### src/rtl/dec_word_packer.sv
// dec_word_packer: packs the serial decoded info-bit stream of each packet
// LSB-first into one DATA_W-bit word, writes it to the decoded-bit memory at
// the packet index, and flags completion once all announced packets are out.
module dec_word_packer #(
    parameter int DATA_W = 140,
    parameter int ADDR_W = 6,
    parameter int CNT_W  = 8
) (
    input  logic              i_clk,
    input  logic              i_rst,
    input  logic              i_start,
    input  logic [ADDR_W-1:0] i_pack_num,
    input  logic              i_bit_valid,
    input  logic              i_bit,
    input  logic              i_bit_last,
    output logic              o_bit_ready,
    output logic              o_wen,
    output logic [ADDR_W-1:0] o_waddr,
    output logic [DATA_W-1:0] o_wdata,
    output logic              o_done,
    output logic              o_err
);

    typedef enum logic [1:0] {
        ST_IDLE,
        ST_COLLECT,
        ST_WRITE,
        ST_DONE
    } state_t;

    localparam logic [CNT_W-1:0] BCNT_MAX = CNT_W'(DATA_W);

    state_t              state_q, state_d;
    logic [ADDR_W-1:0]   pack_num_q, pack_num_d;
    logic [ADDR_W-1:0]   pcnt_q, pcnt_d;
    logic [CNT_W-1:0]    bcnt_q, bcnt_d;
    logic [DATA_W-1:0]   buf_q, buf_d;
    logic                err_q, err_d;
    logic                wen_q, wen_d;
    logic [ADDR_W-1:0]   waddr_q, waddr_d;
    logic [DATA_W-1:0]   wdata_q, wdata_d;
    logic                done_q, done_d;

    logic [DATA_W-1:0]   word_ins;
    logic [ADDR_W:0]     pcnt_inc;
    logic                full;

    // State register and all datapath/output registers
    always_ff @(posedge i_clk) begin
        if (i_rst) begin
            state_q    <= ST_IDLE;
            pack_num_q <= '0;
            pcnt_q     <= '0;
            bcnt_q     <= '0;
            buf_q      <= '0;
            err_q      <= 1'b0;
            wen_q      <= 1'b0;
            waddr_q    <= '0;
            wdata_q    <= '0;
            done_q     <= 1'b0;
        end else begin
            state_q    <= state_d;
            pack_num_q <= pack_num_d;
            pcnt_q     <= pcnt_d;
            bcnt_q     <= bcnt_d;
            buf_q      <= buf_d;
            err_q      <= err_d;
            wen_q      <= wen_d;
            waddr_q    <= waddr_d;
            wdata_q    <= wdata_d;
            done_q     <= done_d;
        end
    end

    // Next-state, packing and write-strobe logic; i_start wins in every state
    always_comb begin
        state_d    = state_q;
        pack_num_d = pack_num_q;
        pcnt_d     = pcnt_q;
        bcnt_d     = bcnt_q;
        buf_d      = buf_q;
        err_d      = err_q;
        wen_d      = 1'b0;
        waddr_d    = waddr_q;
        wdata_d    = wdata_q;

        full     = (bcnt_q == BCNT_MAX);
        pcnt_inc = {1'b0, pcnt_q} + (ADDR_W + 1)'(1);

        // word as it looks with the presented bit inserted (unchanged when full)
        word_ins = buf_q;
        if (!full) begin
            word_ins[bcnt_q] = i_bit;
        end

        if (i_start) begin
            pack_num_d = i_pack_num;
            pcnt_d     = '0;
            bcnt_d     = '0;
            buf_d      = '0;
            err_d      = 1'b0;
            state_d    = (i_pack_num == '0) ? ST_DONE : ST_COLLECT;
        end else begin
            case (state_q)
                ST_COLLECT: begin
                    if (i_bit_valid) begin
                        if (full) begin
                            err_d = 1'b1;
                        end else begin
                            buf_d  = word_ins;
                            bcnt_d = bcnt_q + CNT_W'(1);
                        end
                        if (i_bit_last) begin
                            // word goes straight to the output register; buffer
                            // is cleared here so the next packet starts empty
                            wen_d   = 1'b1;
                            waddr_d = pcnt_q;
                            wdata_d = word_ins;
                            buf_d   = '0;
                            bcnt_d  = '0;
                            state_d = ST_WRITE;
                        end
                    end
                end
                ST_WRITE: begin
                    pcnt_d  = pcnt_q + ADDR_W'(1);
                    state_d = (pcnt_inc < {1'b0, pack_num_q}) ? ST_COLLECT : ST_DONE;
                end
                default: begin
                end
            endcase
        end

        done_d = (state_d == ST_DONE);
    end

    assign o_bit_ready = (state_q == ST_COLLECT);
    assign o_wen       = wen_q;
    assign o_waddr     = waddr_q;
    assign o_wdata     = wdata_q;
    assign o_done      = done_q;
    assign o_err       = err_q;

endmodule

### config.mk
export PLATFORM = sky130hd
export DESIGN_NAME = dec_word_packer
export DESIGN_NICKNAME = d
export VERILOG_FILES = /design/src/rtl/dec_word_packer.sv
export SDC_FILE = /design/constraint.sdc
export NUM_CORES = 1
export LEC_CHECK = 0
export BUFFER_PORTS_ARGS = -buffer_cell sky130_fd_sc_hd__buf_2
export CAP_MARGIN = 40
export CORE_MARGIN = 2
export CORE_UTILIZATION = 52
export DETAILED_ROUTE_END_ITERATION = 6
export MAX_ROUTING_LAYER = met4
export PLACE_DENSITY = 0.84
export SYNTH_ARGS = -nofsm -noshare
export SYNTH_HDL_FRONTEND = slang
export SYNTH_SLANG_ARGS = --single-unit
### constraint.sdc
create_clock -name i_clk -period 2.5 [get_ports i_clk]
set_clock_uncertainty 0.2 [all_clocks]
set_input_delay 0.25 -clock i_clk [delete_from_list [all_inputs] [get_ports i_clk]]
set_output_delay 0.25 -clock i_clk [all_outputs]
set_load 0.01 [all_outputs]
==> results.md, run 1 <==
* CP cell instances: or4b_4, o31a_1, nor2_4, buf_12, clkbuf_16, nand2_1, o21ai_1
* CP endpoint kind: flip-flop
* Post-synth EDFFs at 0
* Clock network fraction of design power at 0.456
* GPL Wtd Cong at 0.9218
* Wire per inst at about 17 um
* Final Critical Period at roughly 2.4 ns
* Flops & latches, synth at between 300 and 400
* Tot GR Track Use at 0.2575
* Sw Pwr at 0.002281 W
* Async set or reset register ratio after synthesis at 0
* Final Hold Fails at 0
* Final HPWL DP at 21.22 mm
* Num rows at 57
* Largest net degree at the start of global routing at 156
* CTS tree: done
* Worst-path clk slew at 0.07 ns
* Syn. warnings at 0
* Die width at 161.0 um
* Maximum VDD drop at 0.0004205 V
* Max Freq at 421.2 MHz
* Share of layout cells above drive strength 1 at 0.1628
* Power density cells at 671.7 nW/um^2
* Register area at a little over 6000 um^2
* Gate Count Post-Synth at between 1500 and 2000
* Core area at 24250 um^2
* Final max-slew violation count at 0
* 1st-iter DRT viols at roughly 1000
* Syn nets at around 1500
* Gate power share at 0.050
* Top_reg_cell synth: dfxtp_1
* Min-delay worst type: in2reg
* Die area at between 20000 and 30000 um^2
* Worst slew margin at 0.4611
* Leakage at 5.316 nW
* Part of the power in registers at 0.495
* Via density at 5.662
* I/O Buffers at 161
* RSZ-0062 raised after global routing: false
* Crit. Startpoint: bcnt_q[7]
* Required time of the critical path at 2.78 ns
* Final non-filler cell area at between 15000 and 20000 um^2
* Skew-Pair Late Insertion Delay at 0.56 ns
* Switching Fraction at 0.2227
* Placed Area at 14000 um^2
* Cts bufs inserted at 30
* Worst-case clock buffer depth at 3
* Crit path largest cell delay at around 0.54 ns
* Mapped Area at approximately 13000 um^2
* Area delta synth->final at 18.92%
* 1st-pass router iterations at 5
* Max H-tree Level at 1
* Residual DRC count at 0
* Status: complete, no violations
* Seq/Total Area, Yosys at 0.4855
* Routed WL at 34.03 mm
* Worst path top cell family by delay: simple AND/OR/NAND/NOR gates
* Pint at 0.007962 W
* Setup crit end: bcnt_q[0]
* Critical Path AT at between 2 and 3 ns
* Library cells used by synthesis at slightly above 40
* CP Depth at 7
* Vias in the first global route at 10350
* Chip Height at approximately 160 um
* Max-cap violations at 0
* Reg2Reg Depth at 7
* FF-to-FF End: bcnt_q[0]
* Root Driver: clkbuf_16
* Multi-input gate area at 5973 um^2
* Vias at between 10000 and 15000
* Nets@finish at 1682
* Final setup TNS at 0 ns
* Tightest Pin Transition at approximately 0.81 ns
* Global-route wire length before repair at 53.54 mm
* Post-route ant nets at 0
* Final setup fails at 0
* Fin crit share at 0.9496
* Antenna violations before repair at 0
* Critical-path top delay cell: or4b_4
* Initial cell density of the core at 0.5288
* # IOs at 162
* Gr ovfl total at 0
* RR Startpoint: bcnt_q[7]
* Fillers at 1996
* R2r setup slk at 0.13 ns
* CP max FO at 32
* Clock sink count at 311
* Worst path bufs/invs at 2
* Crit path kind: reg2reg
* CP Launch Type: flip-flop
* Antenna cell count at 0
* Mapped Avg Cell Area at between 8 and 9 um^2
-- cell usage in the layout (no fill, tap or decap), types with 6 or more instances in the layout --
master	n
a211oi_1	117
a21oi_1	39
a22o_1	22
a311oi_1	23
and2_1	7
buf_12	12
buf_2	159
buf_4	45
clkbuf_16	32
dfxtp_1	310
dlygate4sd3_1	16
ha_1	12
inv_1	13
mux2i_1	102
nand2_1	200
nand3_1	11
nor2_1	284
nor2b_1	7
nor3_1	27
o21ai_0	69
o21ai_1	106
xnor2_1	6
xor2_1	7
-- flip-flops by register name, indices dropped and copies added, names as in the netlist --
| signal | cells |
|---|---|
| pack_num_q | 6 |
| buf_q | 140 |
| o_err | 1 |
| state_q | 2 |
| pcnt_q | 6 |
| o_wdata | 140 |
| o_done | 1 |
| o_waddr | 6 |
| o_wen | 1 |
| bcnt_q | 8 |
-- worst min path at each step --
stage | from | end | slack (ns) | depth (start not counted)
after detailed placement | buf_q[55] | buf_q[55] | 0.24 | 2
final | i_start | state_q[0] | 0.04 | 3
after global placement | buf_q[87] | buf_q[87] | 0.23 | 2
after floorplan | i_pack_num[1] | pack_num_q[1] | 0.20 | 2
after global routing | i_start | state_q[0] | 0.09 | 3
after CTS | i_start | state_q[0] | 0.02 | 3
-- logic make-up (layout without fill, tap and decap cells) --
logic type | count (synthesis) | count (layout) | share of synthesized area
simple gates | 555 | 555 | 0.1739
fa+ha+maj | 12 | 12 | 0.01171
xor+xnor | 13 | 13 | 0.008879
buf+inv | 137 | 298 | 0.05044
mux | 102 | 102 | 0.07962
flops | 311 | 311 | 0.4855
compound gates | 386 | 386 | 0.1900
-- cell usage after synthesis, types with 22 or more instances --
cell / instances / area share
clkbuf_1: 92 / 0.027
dfxtp_1: 311 / 0.49
o21ai_0: 70 / 0.027
a211oi_1: 117 / 0.068
nor2_1: 285 / 0.083
a311oi_1: 23 / 0.016
a22o_1: 22 / 0.015
nor3_1: 27 / 0.011
o21ai_1: 105 / 0.041
mux2i_1: 102 / 0.080
nand2_1: 200 / 0.059
a21oi_1: 39 / 0.015
-- power groups by stage --
stage | combinational, W | sequential, W | clock, W
finish | 0.000509 | 0.00507 | 0.00467
global route | 0.000556 | 0.00507 | 0.00489
global placement | 0.000452 | 0.00518 | 0
detailed placement | 0.000461 | 0.00518 | 0
CTS | 0.000487 | 0.00507 | 0.00469
floorplan | 0.000289 | 0.00520 | 0
-- through the flow --
step | hold slack [ns] | instances | util | total power [W] | setup WS (ns)
floorplan | 0.1972 | 1516 | - | 0.005489 | 0.1510
finish | 0.04014 | 2001 | 0.6289 | 0.01024 | 0.1261
global route | 0.08730 | 2001 | 0.6289 | 0.01051 | 0.006442
global placement | 0.2325 | 1931 | 0.5772 | 0.005628 | 0.1847
CTS | 0.02264 | 1998 | 0.6254 | 0.01024 | 0.04780
detailed placement | 0.2403 | 1931 | 0.5772 | 0.005638 | 0.06451
-- layer usage --
layer / vias up / GRT usage / part of all wire
li1: 5540 / - / -
met1: 5273 / 0.3524 / 0.44
met2: 448 / 0.3948 / 0.45
met3: 68 / 0.03826 / 0.083
met4: 0 / 0.08279 / 0.030
met5: - / - / 0
-- area by class of cell --
type	instances	area share
Clock buffer	40	0.05497
Clock inverter	11	0.01116
Inverter	13	0.003200
Multi-Input combinational cell	1068	0.3917
Sequential cell	311	0.4085
Tap cell	324	0.02658
Timing Repair Buffer	234	0.1039
-- repair_timing --
item | CTS | global route
setup endpoints to repair | 0 | 15
setup buffers | 0 | 1
resized for setup | 0 | 5
hold buffers | 16 | 0
endpoints found under the hold margin | 16 | 0
-- worst min-delay path: cells and delay by family --
kind / cells / cell delay [ns]
and+or+nand+nor: 2 / 0.20
buffers and inverters: 1 / 0.28
Note: power is estimated with default switching activity, not from simulation.
==> inputs of run 2 (changes only) <==
ABC_AREA = 1   (was not set)
CORE_UTILIZATION = 53   (was 52)
PLACE_DENSITY = 0.85   (was 0.84)
==> run 2 against run 1 <==
- clock power increased by 8.1%
- non-clock buffer count is 2 higher
- sequential cell count unchanged
- critical path type unchanged
- clock-buffer cell count fell by 2
==> results.md, run 2 <==
* Status: complete, no violations
* Final HPWL DP at 23.74 mm (+12%)
* Post-route ant nets at 0 (unchanged)
* Syn. warnings at 0 (unchanged)
* Share of layout cells above drive strength 1 at 0.1406 (-0.02220)
* Met3 WL at 3.163 mm (+11%)
* Tot GR Track Use at 0.2853 (+0.02778)
* Most common cell after layout, fill and taps aside: nor2_1
* Largest net degree at the start of global routing at 121 (-22%)
* Flops & latches, synth at 311 (unchanged)
* CP Launch Type: flip-flop
* Chip Height at 163.3 um (+1.4%)
* Register area at 6226 um^2 (about the same)
* 1st-iter DRT viols at 1412 (+40%)
* Root Driver: clkbuf_16
* Worst path bufs/invs at 3 (+1)
* Die width at 163.3 um (+1.4%)
* Gate Count Post-Synth at 1966 (+30%)
* CP max FO at 6 (-81%)
* Finished Layout Cells at 2473 (+24%)
* Cts bufs inserted at 31 (+3.3%)
* Top-area cell type share of the netlist area at 0.4629 (-0.02258)
* Ranking of synthesized cells by area: dfxtp_1 (46%), o21ai_0 (12%), nor2_1 (11%)
* Seq/Total Area, Yosys at 0.4629 (-0.02258)
* Vias at 13420 (+18%)
* Tightest Pin Transition at 0.7187 ns (-0.08964 ns)
* Initial cell density of the core at 0.5372 (+0.008337)
* Crit path largest cell delay at 0.36 ns (-0.18 ns)
* Required time of the critical path at 2.75 ns (-0.03 ns)
* Nets@finish at 2140 (+27%)
* GPL Wtd Cong at 0.8888 (-3.6%)
* Pwr Total at 0.01067 W (+4.1%)
* Worst-case clock buffer depth at 3 (unchanged)
* Mapped Avg Cell Area at 6.841 um^2 (-19%)
* I/O Buffers at 161 (unchanged)
* Syn nets at 1990 (+29%)
* Num rows at 58 (+1.8%)
* Final non-filler cell area at 16020 um^2 (+5.1%)
* Multi-input gate area at 6058 um^2 (+1.4%)
* Critical-path top delay cell: dfxtp_1
* Area delta synth->final at 19.15%
* Final Hold Fails at 0 (unchanged)
* RSZ-0062 raised after global routing: false
* Leakage at 7.041 nW (+32%)
* Antenna violations before repair at 2 (+2)
* Post-synth EDFFs at 0 (unchanged)
* Mapped Area at 13450 um^2 (+4.9%)
* Clock sink count at 311 (unchanged)
* Reg2Reg Depth at 10 (+3)
* Highest routed layer: met4
* Synth area leader: dfxtp_1
* Top_reg_cell synth: dfxtp_1
* Library cells used by synthesis at 30 (-27%)
* Fin util at 0.6400 (+0.01113)
* Final max-slew violation count at 0 (unchanged)
* CP endpoint kind: flip-flop
* Top-count cell post-synth: nor2_1
* Min-delay worst type: reg2reg
* Placed Area at 14710 um^2 (+5.1%)
* Gr ovfl total at 0 (unchanged)
* Skew-Pair Late Insertion Delay at 0.57 ns (about the same)
* Maximum VDD drop at 0.0004749 V (+13%)
* Final setup fails at 0 (unchanged)
* Most frequent cells in the layout: nor2_1 (406), nand2_1 (341), o21ai_0 (312)
* Crit path kind: reg2reg
* Core area at 25040 um^2 (+3.3%)
* Worst slew margin at 0.5209 (+0.05976)
* Wire per inst at 15.51 um (-8.8%)
* Most frequent CP cell: nor2_1
* R2r setup slk at 0.16 ns (+0.03 ns)
* Die area at 26670 um^2 (+2.8%)
* Met1 wire length at 15.67 mm (+5.7%)
* Worst path top cell family by delay: buffers and inverters
* Fin crit share at 0.9378 (-0.01181)
* CP Depth at 10 (+3)
* Critical Path AT at 2.60 ns (-0.06 ns)
* # IOs at 162 (unchanged)
* RR Startpoint: bcnt_q[0]
* Setup crit end: buf_q[74]
* CP cell instances: inv_1, ha_1, inv_1, nor2_1, buf_4, nand2_1, o21ai_0, nor2_1, a21oi_1, nor2_1
* Max H-tree Level at 1 (unchanged)
* Most common library cells after synthesis: nor2_1 (407), nand2_1 (341), o21ai_0 (313)
* Max Freq at 426.6 MHz (+1.3%)
* Placed Cells incl. Taps at 2396 (+24%)
* Via density at 5.425 (-4.2%)
* Residual DRC count at 0 (unchanged)
* 1st-pass router iterations at 7 (+2)
* CTS tree: done
* Async set or reset register ratio after synthesis at 0 (unchanged)
* Final setup TNS at 0 ns (unchanged)
* Worst-path clk slew at 0.07 ns (about the same)
* Global-route wire length before repair at 60.33 mm (+13%)
* Crit. Startpoint: bcnt_q[0]
* Routed WL at 38.35 mm (+13%)
* Max-cap violations at 0 (unchanged)
* Vias in the first global route at 12410 (+20%)
* Final Critical Period at 2.344 ns (-0.02952 ns)
* Power density cells at 665.6 nW/um^2 (-0.90%)
* FF-to-FF End: buf_q[74]
* Postcts setup bufs at 0 (unchanged)
* Fillers at 2087 (+4.6%)
* Wire length on met2 at 17.54 mm (+14%)
-- run 2: worst min-delay path by stage --
stage,from,endpoint,slack (ns),cells past startpoint
after floorplan,i_rst,o_wen,0.12,1
after global placement,buf_q[14],buf_q[14],0.25,2
after detailed placement,buf_q[13],buf_q[13],0.26,2
after CTS,buf_q[13],buf_q[13],0.27,2
after global routing,buf_q[13],buf_q[13],0.29,2
final,buf_q[13],buf_q[13],0.27,2
-- run 2: report_power, final --
| part | internal (W) | switching [W] | total [W] |
|---|---|---|---|
| logic | 0.000165 | 0.000376 | 0.000541 |
| registers | 0.00503 | 0.0000402 | 0.00507 |
| clock network | 0.00306 | 0.00199 | 0.00505 |
| total | 0.00826 | 0.00241 | 0.0107 |
-- run 2: metrics by stage --
step / hold slack (ns) / setup slack, ns
2_1_floorplan: 0.1224 / 0.5099
3_3_place_gp: 0.2488 / 0.2300
3_5_place_dp: 0.2560 / 0.1448
4_1_cts: 0.2657 / 0.1347
5_1_grt: 0.2948 / 0.005431
6_report: 0.2678 / 0.1556
-- run 2: logic make-up (layout without fill, tap and decap cells) --
logic type               after synthesis  count (layout)  share of synthesized area
AND/OR/NAND/NOR                      785             786                     0.2249
adder cells (fa/ha/maj)               12              12                    0.01116
buffers and inverters                296             470                    0.08959
other                                  0               2                          0
AO/OA/AOI/OAI                        556             556                     0.2076
XOR/XNOR                               6               6                   0.003907
flip-flops                           311             311                     0.4629
-- run 2: routing by layer --
metal | vias to the layer above | GRT usage
met5 | - | -
met4 | 0 | 0.1444
met3 | 145 | 0.04393
met2 | 601 | 0.4584
met1 | 6096 | 0.3491
li1 | 6575 | -
-- run 2: layout make-up --
class	instances	share of cell area
sequential	311	0.3885
multi-input combinational	1360	0.3781
timing repair buffer	236	0.09557
clock buffer	38	0.05380
inverter	176	0.04170
tap	330	0.02577
clock inverter	20	0.01624
antenna	2	0.0003123
-- run 2: repair_timing --
action	in CTS	in global routing
hold endpoints to repair	15	0
resized for setup	0	6
hold buffers	15	0
endpoints found under the setup margin	0	28
-- run 2: worst reg2reg max path: cells and delay by family (launching register included) --
| kind | cells | cell delay [ns] |
|---|---|---|
| flops | 1 | 0.36 |
| compound gates | 2 | 0.42 |
| buf+inv | 3 | 0.50 |
| fa+ha+maj | 1 | 0.26 |
| simple gates | 4 | 0.48 |
